==> src/rtl/bomb_pkg.sv <==
// Shared types, geometry and colour constants for the bomb slot and its renderer.
package bomb_pkg;

    typedef enum logic [1:0] {IDLE, ARMED, EXPLODING} slot_state_t;

    localparam int TILE_LOG2  = 5;
    localparam int TILE_SIZE  = 1 << TILE_LOG2;
    localparam int MAX_RADIUS = 4;

    localparam logic [7:0] BOMB_COLOR = 8'h49;
    localparam logic [7:0] BOMB_FLASH = 8'hE0;
    localparam logic [7:0] BLAST_CORE = 8'hFF;
    localparam logic [7:0] BLAST_ARM  = 8'hF4;

    // Round to the nearest tile origin; the 12-bit sum keeps the carry before the shift.
    function automatic logic [10:0] snap_to_tile(input logic [10:0] pos);
        logic [11:0] rounded;
        rounded = {1'b0, pos} + 12'(TILE_SIZE / 2);
        return 11'((rounded >> TILE_LOG2) << TILE_LOG2);
    endfunction

    function automatic logic [2:0] clamp_radius(input logic [2:0] req);
        if (req == 3'd0)
            return 3'd1;
        else if (req > 3'(MAX_RADIUS))
            return 3'(MAX_RADIUS);
        else
            return req;
    endfunction

endpackage

==> src/rtl/bomb_cross_render.sv <==
// Combinational hit test for the bomb square and the cross-shaped blast around it.
module bomb_cross_render
    import bomb_pkg::*;
(
    input  logic [10:0] bomb_x,
    input  logic [10:0] bomb_y,
    input  logic [2:0]  radius,
    input  logic [10:0] pixel_x,
    input  logic [10:0] pixel_y,
    output logic        in_square,
    output logic        in_cross
);

    localparam logic signed [11:0] TILE_LAST = 12'(TILE_SIZE - 1);

    logic signed [11:0] dx;
    logic signed [11:0] dy;
    logic signed [11:0] reach;
    logic               in_col;
    logic               in_row;
    logic               h_span;
    logic               v_span;

    // Offsets from the bomb origin never overflow 12 bits, so arms past the edge simply clip.
    assign dx    = $signed({1'b0, pixel_x}) - $signed({1'b0, bomb_x});
    assign dy    = $signed({1'b0, pixel_y}) - $signed({1'b0, bomb_y});
    assign reach = 12'(radius) << TILE_LOG2;

    assign in_col = (dx >= 12'sd0) && (dx <= TILE_LAST);
    assign in_row = (dy >= 12'sd0) && (dy <= TILE_LAST);
    assign h_span = (dx >= -reach) && (dx <= reach + TILE_LAST);
    assign v_span = (dy >= -reach) && (dy <= reach + TILE_LAST);

    assign in_square = in_col && in_row;
    assign in_cross  = (in_row && h_span) || (in_col && v_span);

endmodule

==> src/rtl/bomb_slot.sv <==
// One bomb slot: arm on drop, count the fuse, show the explosion, then pulse blast when free.
module bomb_slot
    import bomb_pkg::*;
#(
    parameter int FUSE_SECONDS   = 3,
    parameter int EXPLODE_FRAMES = 30,
    parameter int FLASH_FRAMES   = 8
) (
    input  logic        clk,
    input  logic        resetN,
    input  logic        drop_bomb_key,
    input  logic        OneSecPulse,
    input  logic        startOfFrame,
    input  logic        abort,
    input  logic [10:0] player_topLeftX,
    input  logic [10:0] player_topLeftY,
    input  logic [10:0] pixelX,
    input  logic [10:0] pixelY,
    input  logic [2:0]  blast_num,
    output logic        bombDR,
    output logic [7:0]  bombRGB,
    output logic        blastDR,
    output logic [7:0]  blastRGB,
    output logic        blast,
    output logic        explode
);

    localparam int FUSE_W  = $clog2(FUSE_SECONDS + 1);
    localparam int FRAME_W = $clog2(EXPLODE_FRAMES + 1);
    localparam int FLASH_W = $clog2(FLASH_FRAMES + 1);

    slot_state_t        state, next_state;
    logic [FUSE_W-1:0]  fuse_cnt;
    logic [FRAME_W-1:0] frame_cnt;
    logic [FLASH_W-1:0] flash_cnt;
    logic               flash_phase;
    logic [10:0]        bomb_x, bomb_y;
    logic [2:0]         radius;

    logic               load_pos, enter_blast, final_sec, fuse_done, frames_done;
    logic [10:0]        bomb_x_d, bomb_y_d;
    logic [2:0]         radius_d;
    logic               hit_square, hit_cross;
    logic               bomb_dr_d, blast_dr_d, blast_d, explode_d;
    logic [7:0]         bomb_rgb_d, blast_rgb_d;

    assign fuse_done   = (fuse_cnt == FUSE_W'(FUSE_SECONDS));
    assign frames_done = (frame_cnt == FRAME_W'(EXPLODE_FRAMES));
    assign final_sec   = (state == ARMED) && (fuse_cnt == FUSE_W'(FUSE_SECONDS - 1));
    assign load_pos    = (state == IDLE) && drop_bomb_key && !abort;
    assign enter_blast = (state == ARMED) && (next_state == EXPLODING);

    // The renderer sees the values that will be live after this edge, so output
    // registers line up with the state that the same edge enters.
    assign bomb_x_d = load_pos    ? snap_to_tile(player_topLeftX) : bomb_x;
    assign bomb_y_d = load_pos    ? snap_to_tile(player_topLeftY) : bomb_y;
    assign radius_d = enter_blast ? clamp_radius(blast_num)       : radius;

    bomb_cross_render u_render (
        .bomb_x    (bomb_x_d),
        .bomb_y    (bomb_y_d),
        .radius    (radius_d),
        .pixel_x   (pixelX),
        .pixel_y   (pixelY),
        .in_square (hit_square),
        .in_cross  (hit_cross)
    );

    always_ff @(posedge clk or negedge resetN) begin
        if (!resetN)
            state <= IDLE;
        else
            state <= next_state;
    end

    always_comb begin
        // NOTE: default assignment first so no path through this block can infer a latch.
        next_state = state;
        if (abort)
            next_state = IDLE;
        else begin
            case (state)
                IDLE:      if (drop_bomb_key) next_state = ARMED;
                ARMED:     if (fuse_done)     next_state = EXPLODING;
                EXPLODING: if (frames_done)   next_state = IDLE;
                default:                      next_state = IDLE;
            endcase
        end
    end

    // NOTE: sequential state uses non-blocking assignments so every flop samples pre-edge values.
    always_ff @(posedge clk or negedge resetN) begin
        if (!resetN) begin
            fuse_cnt    <= '0;
            frame_cnt   <= '0;
            flash_cnt   <= '0;
            flash_phase <= 1'b0;
            bomb_x      <= '0;
            bomb_y      <= '0;
            radius      <= '0;
        end else if (abort) begin
            fuse_cnt    <= '0;
            frame_cnt   <= '0;
            flash_cnt   <= '0;
            flash_phase <= 1'b0;
        end else begin
            if (load_pos) begin
                bomb_x   <= bomb_x_d;
                bomb_y   <= bomb_y_d;
                fuse_cnt <= '0;
            end else if (state == ARMED && OneSecPulse) begin
                fuse_cnt <= fuse_cnt + 1'b1;
            end

            if (enter_blast) begin
                frame_cnt <= '0;
                radius    <= radius_d;
            end else if (state == EXPLODING && startOfFrame) begin
                frame_cnt <= frame_cnt + 1'b1;
            end

            // Flash phase 0 shows BOMB_FLASH, so the final second starts on the alternate colour.
            if (!final_sec) begin
                flash_cnt   <= '0;
                flash_phase <= 1'b0;
            end else if (startOfFrame) begin
                if (flash_cnt == FLASH_W'(FLASH_FRAMES - 1)) begin
                    flash_cnt   <= '0;
                    flash_phase <= ~flash_phase;
                end else begin
                    flash_cnt <= flash_cnt + 1'b1;
                end
            end
        end
    end

    always_comb begin
        bomb_dr_d   = (next_state == ARMED) && hit_square;
        blast_dr_d  = (next_state == EXPLODING) && hit_cross;
        bomb_rgb_d  = 8'h00;
        blast_rgb_d = 8'h00;
        if (bomb_dr_d)
            bomb_rgb_d = (final_sec && !flash_phase) ? BOMB_FLASH : BOMB_COLOR;
        if (blast_dr_d)
            blast_rgb_d = hit_square ? BLAST_CORE : BLAST_ARM;
        blast_d   = (state == EXPLODING) && frames_done && !abort;
        explode_d = (next_state == EXPLODING);
    end

    always_ff @(posedge clk or negedge resetN) begin
        if (!resetN) begin
            bombDR   <= 1'b0;
            bombRGB  <= 8'h00;
            blastDR  <= 1'b0;
            blastRGB <= 8'h00;
            blast    <= 1'b0;
            explode  <= 1'b0;
        end else begin
            bombDR   <= bomb_dr_d;
            bombRGB  <= bomb_rgb_d;
            blastDR  <= blast_dr_d;
            blastRGB <= blast_rgb_d;
            blast    <= blast_d;
            explode  <= explode_d;
        end
    end

endmodule

==> config.mk <==
export PLATFORM = sky130hd
export DESIGN_NAME = bomb_slot
export DESIGN_NICKNAME = d
export VERILOG_FILES = /design/src/rtl/bomb_pkg.sv /design/src/rtl/bomb_cross_render.sv /design/src/rtl/bomb_slot.sv
export SDC_FILE = /design/constraint.sdc
export NUM_CORES = 1
export LEC_CHECK = 0
export BUFFER_PORTS_ARGS = -buffer_cell sky130_fd_sc_hd__buf_4
export CAP_MARGIN = 25
export CORE_ASPECT_RATIO = 0.8
export CORE_MARGIN = 1.5
export CORE_UTILIZATION = 61
export CTS_CLUSTER_DIAMETER = 50
export DETAILED_ROUTE_END_ITERATION = 8
export PLACE_DENSITY = 0.87
export RECOVER_POWER = 100
export REMOVE_ABC_BUFFERS = 1
export SYNTH_ARGS = -nofsm -noshare
export SYNTH_HDL_FRONTEND = slang
export SYNTH_SLANG_ARGS = --single-unit
==> constraint.sdc <==
create_clock -name clk -period 13.2 [get_ports clk]
set_input_delay 0 -clock clk [delete_from_list [all_inputs] [get_ports clk]]
set_output_delay 0 -clock clk [all_outputs]
set_load 0.1 [all_outputs]
==> impl_results.md, run 1 <==
- Number of global-route vias before repair: about 3200
- Max capacitance violation total: 1
- Yosys warning total: 0
- Leakage: 2.06 nW
- Number of flops mapped to enable cells by yosys: 0
- Wire length reported by the detailed router: 8.30 mm
- Number of buffer cells added on primary ports: 61
- Share of layout cells above drive strength 1: between 10% and 20%
- Total grt overflow: 0
- Synth top cells by count: sky130_fd_sc_hd__dfrtp_1, sky130_fd_sc_hd__inv_1, sky130_fd_sc_hd__nor2_1
- Depth of the CTS H-tree: 2
- Number of hold violations in the final report: 0
- Ratio of routed vias to standard cells: 5.67
- Cts-stage hold buffer count: 3
- Reg2reg end: blastRGB[3]
- Initial detailed-routing violation count: between 200 and 250
- Final critical delay including setup and external delays: 5.01 ns
- Largest net degree at the start of global routing: 47
- Net count reported at finish: roughly 600
- DRC violation count after routing: 0
- RSZ-0062 raised after global routing: no
- Worst voltage drop across the vdd grid: between 0.05 and 0.06 mV
- Cell accounting for the most synthesized area: sky130_fd_sc_hd__dfrtp_1
- Final worst clock skew: roughly 0.011 ns
- Fraction of the cycle the final worst path needs: 37.9%
- Number of clock buffers inserted by TritonCTS: 5
- Fin Setup TNS: 0 ns
- Total power of the final layout: 0.450 mW
- Flip-flop and latch count after synthesis: 46
- R2R depth: 17
- Placer Congestion: ~0.89
- Hold Path Depth: 3
- Final max-slew violation count: between 40 and 50
- CTS tree: yes
- Detailed Place HPWL: roughly 6.2 mm
- Number of fill cells in the layout: 512
- Main synth FF type: sky130_fd_sc_hd__dfrtp_1
- Clock Tree Buf Depth: 2
- Site Rows: 25
- Detailed-router iteration count before antenna repair: 5
- Diodes inserted: 0
- Type of the worst min-delay path: primary input to flip-flop
- Number of antenna violations at the first check in global routing: 0
- Critical-path maximum fanout: 22
- Clock-pin slew of the registers on the worst-case setup and hold paths: 0.09 ns
- Seq/Total Area, Yosys: approximately 30%
- Die boundary width: just over 90 microns
- Global-route wire length before repair: roughly 14 mm
- Violated checks: capacitance limit, slew limit
- Setup violation total in the final timing report: 0
- Die Footprint: between 0.006 and 0.007 sq mm
- Ys async rst share: between 90% and 100%
- Worst reg2reg startpoint: state[0]
- Global-route usage over all layers: about a quarter
- Library cell used as clock root buffer: sky130_fd_sc_hd__clkbuf_8
- Area delta synth->final: 12.5%
- Leading cell types by total area after synthesis: sky130_fd_sc_hd__dfrtp_1, sky130_fd_sc_hd__ha_1, sky130_fd_sc_hd__a21oi_1
- Nature of the critical path endpoint: flip-flop
- Transition time of the tightest slew-check pin: between 2 and 3 ns
- Result of the run: complete, but fails checks
- Worst-skew pair later-pin latency: a little over 0.3 ns
- Routed wire length per instance: about 14 microns
- Critical Path Start Type: flip-flop
- Post-CTS setup-driven buffer insertion count: 0
- Area share of the largest cell type after synthesis: 29.8%
- Distinct cell type count of the synthesized netlist: 66
- Worst max-slew margin expressed relative to the limit: -68.6%
- Setup Crit Path Kind: flip-flop to flip-flop
- Number of primary I/O pins: between 70 and 80
- Worst reg-to-reg setup slack: 8.19 ns
- Number of nets with antenna violations after detailed routing: 0
- Arrival time reported for the critical path endpoint: ~5.2 ns
- Power per unit of standard cell area: approximately 100 mW/mm^2
- Initial standard-cell utilization of the core: between 60% and 70%
- Placeable Area: around 0.006 sq mm
- Total standard cell area after synthesis: approximately 0.0039 sq mm
- Vert. Die Dim: about 74 microns
- Avg Inst Size Synth: 8.23 sq um
- Post-cts gate resize count: 0
- Required @ worst endpoint: roughly 13 ns
- Number of vias in the routed layout: 3416
- Highest clock rate: 0.200 GHz
- Sink of the worst hold path: bomb_x[10]
- Fin util: between 70% and 80%
- Instance count of the mapped netlist: between 400 and 500
- Startpoint of the tightest hold check path: player_topLeftX[10]
- Clock sink count: between 40 and 50
-- critical path: stages, from the launching register on --
cell                        delay, ns
sky130_fd_sc_hd__dfrtp_1         0.51
sky130_fd_sc_hd__nor2_1          0.21
sky130_fd_sc_hd__and3_1          0.68
sky130_fd_sc_hd__nor2_1          0.08
sky130_fd_sc_hd__a21oi_1         0.18
sky130_fd_sc_hd__inv_1           0.06
sky130_fd_sc_hd__ha_1            0.36
sky130_fd_sc_hd__a2111oi_0       0.45
sky130_fd_sc_hd__a21oi_1         0.24
sky130_fd_sc_hd__xnor2_1         0.31
sky130_fd_sc_hd__inv_1           0.09
sky130_fd_sc_hd__ha_1            0.30
sky130_fd_sc_hd__inv_1           0.05
sky130_fd_sc_hd__o41ai_1         0.39
sky130_fd_sc_hd__or4b_1          0.47
sky130_fd_sc_hd__a211oi_1        0.24
sky130_fd_sc_hd__o31ai_1         0.12
sky130_fd_sc_hd__a21oi_1         0.16
-- sequential cells by signal, indices dropped and copies added (netlist names) --
register     flops
bombRGB          3
state            2
fuse_cnt         2
bomb_y          11
flash_cnt        4
radius           3
explode          1
blastRGB         2
frame_cnt        5
blast            1
bomb_x          11
flash_phase      1
-- kinds of logic (layout without fill, tap and decap cells) --
| kind of cell | count (synthesis) | after routing | share of synthesized area [%] |
|---|---|---|---|
| and+or+nand+nor | 181 | 181 | 24.2 |
| AOI/OAI and AO/OA | 107 | 107 | 18.8 |
| buffers and inverters | 69 | 118 | 8.28 |
| DFF | 46 | 46 | 29.8 |
| adders and majority gates | 37 | 37 | 12.4 |
| xor gates and xnor gates | 28 | 28 | 6.34 |
| other | 1 | 3 | 0.0969 |
| muxes | 1 | 1 | 0.259 |
-- cell type report --
cell class	count	area (sq um)	area share (%)
clock buffer	6	72.6	1.67
tap	81	101	2.33
inverter	46	173	3.97
multi-input combinational	357	2400	55.1
sequential	46	1150	26.5
timing repair buffer	64	420	9.66
clock inverter	2	37.5	0.863
-- layer usage --
| layer | vias up | track usage, % | part of all wire, % |
|---|---|---|---|
| li1 | 1730 | - | - |
| met1 | 1575 | 34.5 | 46 |
| met2 | 103 | 44.4 | 47 |
| met3 | 8 | 3.58 | 5.5 |
| met4 | 0 | 5.13 | 0.87 |
| met5 | - | 0 | 0 |
-- metrics by stage --
stage / cell area, sq um / std cells / setup slack (ns) / hold WS [ns]
after global placement: 4290 / 591 / 8.38 / 0.0469
after global routing: 4350 / 602 / 7.59 / 0.0412
after CTS: 4430 / 602 / 8.25 / 0.00653
after detailed placement: 4290 / 591 / 8.33 / 0.0500
after floorplan: 3730 / 449 / 8.92 / -0.296
final: 4350 / 602 / 8.19 / 0.00283
-- layout by cell type (no fill, tap or decap), types with 6 or more instances in the layout --
cell,netlist,routed
sky130_fd_sc_hd__inv_1,46,46
sky130_fd_sc_hd__dfrtp_1,46,46
sky130_fd_sc_hd__nor2_1,45,45
sky130_fd_sc_hd__buf_4,14,43
sky130_fd_sc_hd__nand2_1,39,39
sky130_fd_sc_hd__a21oi_1,37,37
sky130_fd_sc_hd__ha_1,35,35
sky130_fd_sc_hd__o21ai_0,20,20
sky130_fd_sc_hd__clkbuf_1,6,19
sky130_fd_sc_hd__nand3_1,17,17
sky130_fd_sc_hd__xnor2_1,16,16
sky130_fd_sc_hd__xor2_1,12,12
sky130_fd_sc_hd__nor3_1,11,11
sky130_fd_sc_hd__nand2b_1,8,8
sky130_fd_sc_hd__and2_0,0,7
sky130_fd_sc_hd__or2_2,7,7
sky130_fd_sc_hd__nand4_1,7,7
sky130_fd_sc_hd__nor2b_1,6,6
-- power breakdown --
group / leakage [nW] / internal, mW / total, mW / switching, mW
Clock: 0.0514 / 0.0565 / 0.107 / 0.0504
Sequential: 0.608 / 0.148 / 0.152 / 0.00313
Combinational: 1.40 / 0.0795 / 0.192 / 0.113
-- worst max-delay path by stage --
stage                         from          end  slack (ns)  cells after the start
after floorplan           state[0]  blastRGB[3]        8.92                     17
after global placement    state[0]  blastRGB[3]        8.38                     17
after detailed placement  state[0]  blastRGB[3]        8.33                     17
after CTS                 state[0]  blastRGB[3]        8.25                     17
after global routing      state[0]  blastRGB[3]        7.59                     17
final                     state[0]  blastRGB[3]        8.19                     17
(Power assumes the default switching activity.)
==> run 2: changes to the inputs <==
--- a/config.mk
+++ b/config.mk
@@ -9,10 +9,10 @@
 export CAP_MARGIN = 25
 export CORE_ASPECT_RATIO = 0.8
 export CORE_MARGIN = 1.5
-export CORE_UTILIZATION = 61
+export CORE_UTILIZATION = 57
 export CTS_CLUSTER_DIAMETER = 50
 export DETAILED_ROUTE_END_ITERATION = 8
-export PLACE_DENSITY = 0.87
+export PLACE_DENSITY = 0.82
 export RECOVER_POWER = 100
 export REMOVE_ABC_BUFFERS = 1
 export SYNTH_ARGS = -nofsm -noshare
==> constraint.sdc (replaced) <==
create_clock -name clk -period 5 [get_ports clk]
set_input_delay 0 -clock clk [delete_from_list [all_inputs] [get_ports clk]]
set_output_delay 0 -clock clk [all_outputs]
set_load 0.1 [all_outputs]
==> impl_results.md, run 2 (synthesis gave the netlist of run 1 again) <==
- Number of nets with antenna violations after detailed routing: 0 (unchanged)
- Detailed Place HPWL: 6.45 mm (was 6.21 mm)
- Area delta synth->final: 13.6% (was 12.5%)
- CP top delay family: compound AO/OA/AOI/OAI gates (unchanged)
- Total grt overflow: 0 (unchanged)
- Setup violation total in the final timing report: 0 (unchanged)
- Clock-pin slew of the registers on the worst-case setup and hold paths: 0.10 ns (was 0.09 ns)
- Die boundary width: 95.1 microns (was 92.0 microns)
- Sequential cell fraction of total power: 34.8% (was 33.6%)
- Final critical delay including setup and external delays: 4.60 ns (was 5.01 ns)
- Worst max-slew margin expressed relative to the limit: -71.9% (was -68.6%)
- Global-route wire length before repair: 14.7 mm (was 14.2 mm)
- Launch point of the worst path: state[0] (unchanged)
- Type of the worst min-delay path: primary input to flip-flop (unchanged)
- Sw Ratio: 39.0% (was 36.9%)
- RSZ-0062 raised after global routing: no (unchanged)
- Net count reported at finish: 617 (was 610)
- Depth of the CTS H-tree: 2 (unchanged)
- Highest clock rate: 0.217 GHz (was 0.200 GHz)
- CTS tree: yes (unchanged)
- Total power of the final layout: 1.15 mW (was 0.450 mW)
- Library cell used as clock root buffer: sky130_fd_sc_hd__clkbuf_8 (unchanged)
- Power spent charging and discharging nets: 0.449 mW (was 0.166 mW)
- Worst-skew pair later-pin latency: 0.31 ns (about the same)
- Max capacitance violation total: 1 (unchanged)
- Number of primary I/O pins: 73 (unchanged)
- Setup Crit Path Kind: flip-flop to flip-flop (unchanged)
- Leakage: 2.08 nW (was 2.06 nW)
- CP peak stage delay: 0.52 ns (was 0.68 ns)
- Detailed-router iteration count before antenna repair: 5 (unchanged)
- Power per unit of standard cell area: 262 mW/mm^2 (was 104 mW/mm^2)
- Number of vias in the routed layout: 3439 (was 3416)
- Placer Congestion: 0.857 (was 0.892)
- Final worst clock skew: 0.0125 ns (was 0.0109 ns)
- Routed wire length per instance: 14.1 microns (was 13.8 microns)
- Final max-slew violation count: 47 (unchanged)
- Worst reg2reg startpoint: state[0] (unchanged)
- List of cells traversed by the critical path: nor2_1, and3_2, nor2_1, a21oi_1, inv_1, ha_1, a2111oi_0, a21oi_1, xnor2_1, inv_1, ha_1, inv_1, o41ai_1, or4b_1, a211oi_2, o31ai_1, a21oi_1 (was nor2_1, and3_1, nor2_1, a21oi_1, inv_1, ha_1, a2111oi_0, a21oi_1, xnor2_1, inv_1, ha_1, inv_1, o41ai_1, or4b_1, a211oi_1, o31ai_1, a21oi_1)
- Share of layout cells above drive strength 1: 12.7% (was 12.1%)
- Startpoint of the tightest hold check path: player_topLeftY[7] (was player_topLeftX[10])
- Internal portion of total power: 0.702 mW (was 0.284 mW)
- Transition time of the tightest slew-check pin: 2.58 ns (was 2.53 ns)
- Number of buffer cells added on primary ports: 61 (unchanged)
- Placement Cell Area: 0.00432 sq mm (was 0.00429 sq mm)
- Fraction of power consumed by combinational cells: 44.3% (was 42.6%)
- Number of antenna violations at the first check in global routing: 0 (unchanged)
- Final worst-path setup slack: 0.400 ns (was 8.19 ns)
- Required @ worst endpoint: 5.24 ns (was 13.42 ns)
- Nature of the critical path endpoint: flip-flop (unchanged)
- Post-CTS setup-driven buffer insertion count: 0 (unchanged)
- Worst Hold Margin: 0.00599 ns (was 0.00283 ns)
- Critical Path Start Type: flip-flop (unchanged)
- Initial detailed-routing violation count: 190 (was 221)
- Site Rows: 26 (was 25)
- Fin Setup TNS: 0 ns (unchanged)
- Arrival time reported for the critical path endpoint: 4.84 ns (was 5.23 ns)
- Global-route usage over all layers: 24.8% (was 25.5%)
- Post-Place Cells: 598 (was 591)
- Crit path max-delay cell type: sky130_fd_sc_hd__dfrtp_1 (was sky130_fd_sc_hd__and3_1)
- Dpl ws: 0.442 ns (was 8.33 ns)
- Number of clock buffers inserted by TritonCTS: 5 (unchanged)
- Clock Tree Buf Depth: 2 (unchanged)
- Fin util: 67.9% (was 72.5%)
- Die Footprint: 0.00729 sq mm (was 0.00683 sq mm)
- Largest registers in the final layout: bomb_x x11, bomb_y x11, frame_cnt x5 (unchanged)
- Post-route insts no fill: 612 (was 602)
- Number of hold violations in the final report: 0 (unchanged)
- Initial standard-cell utilization of the core: 59.8% (was 64.4%)
- Largest net degree at the start of global routing: 47 (unchanged)
- Diodes inserted: 0 (unchanged)
- Placeable Area: 0.00647 sq mm (was 0.00601 sq mm)
- DRC violation count after routing: 0 (unchanged)
- Worst voltage drop across the vdd grid: 0.144 mV (was 0.0584 mV)
- Non-Filler Cell Area, Final: 0.00439 sq mm (was 0.00435 sq mm)
- Fraction of the cycle the final worst path needs: 92.0% (was 37.9%)
- Ratio of routed vias to standard cells: 5.62 (was 5.67)
- Number of buffers and inverters on the critical path: 3 (unchanged)
- Number of global-route vias before repair: 3243 (was 3204)
- Vert. Die Dim: 76.7 microns (was 74.2 microns)
- Clock network power share: 20.9% (was 23.7%)
- Most frequent cells in the layout: sky130_fd_sc_hd__inv_1, sky130_fd_sc_hd__nor2_1, sky130_fd_sc_hd__dfrtp_1, sky130_fd_sc_hd__buf_4, sky130_fd_sc_hd__nand2_1 (was sky130_fd_sc_hd__inv_1, sky130_fd_sc_hd__dfrtp_1, sky130_fd_sc_hd__nor2_1, sky130_fd_sc_hd__buf_4, sky130_fd_sc_hd__nand2_1)
- Result of the run: complete, but fails checks (unchanged)
- Violated checks: capacitance limit, slew limit (unchanged)
- Critical-path maximum fanout: 12 (was 22)
- Clock sink count: 46 (unchanged)
- Wire length reported by the detailed router: 8.60 mm (was 8.30 mm)
==> run 2: cell count changes in the layout (fill, tap and decap cells not counted), moves of 2 or more <==
cell and delta:
sky130_fd_sc_hd__dlygate4sd3_1 +3, sky130_fd_sc_hd__and2_1 +2, sky130_fd_sc_hd__and2_0 -2, sky130_fd_sc_hd__buf_4 +2
==> run 2: worst paths after layout <==
check | end | slack (ns) | cells after the start
max | blastRGB[3] | 0.40 | 17
min | bomb_y[7] | 0.006 | 3
max reg2reg | blastRGB[3] | 0.40 | 17
min reg2reg | bomb_x[1] | 0.49 | 2
max in group asynchronous | fuse_cnt[1] | 2.51 | 2
min in group asynchronous | bombRGB[3] | 1.03 | 2
==> run 2: worst reg2reg max path: cells and delay by family (launching register included) <==
kind,cells,cell delay (ns)
and+or+nand+nor,4,1.05
buffers and inverters,3,0.20
xor gates and xnor gates,1,0.32
AOI/OAI and AO/OA,7,1.78
adders and majority gates,2,0.67
DFF,1,0.52
==> run 2: power groups by stage <==
| stage | Sequential (mW) | Combinational (mW) | Clock, mW |
|---|---|---|---|
| 2_1_floorplan | 0.405 | 0.380 | 0 |
| 3_3_place_gp | 0.406 | 0.483 | 0 |
| 3_5_place_dp | 0.407 | 0.501 | 0 |
| 4_1_cts | 0.400 | 0.508 | 0.250 |
| 5_1_grt | 0.403 | 0.575 | 0.264 |
| 6_report | 0.400 | 0.510 | 0.241 |
==> run 2: final cells by class <==
| class | count | area, sq um |
|---|---|---|
| repair buffers | 71 | 473 |
| inverters | 46 | 173 |
| clock buffers | 5 | 68.8 |
| clock inverters | 3 | 21.3 |
| flip-flops and latches | 46 | 1150 |
| fillers | 565 | 2080 |
| well taps | 84 | 105 |
| multi-input cells | 357 | 2400 |
==> run 2: metal layers <==
layer | GRT usage [%] | share of wire [%] | vias up
met2 | 41.0 | 47 | 89
met3 | 3.37 | 4.5 | 4
li1 | - | - | 1743
met4 | 4.48 | 0.36 | 0
met1 | 34.6 | 48 | 1603
met5 | 0 | 0 | -
==> run 2: what timing repair did <==
action	in CTS	in global routing
hold buffers	6	0
setup endpoints to repair	0	2
resized for setup	0	2
hold endpoints to repair	53	0
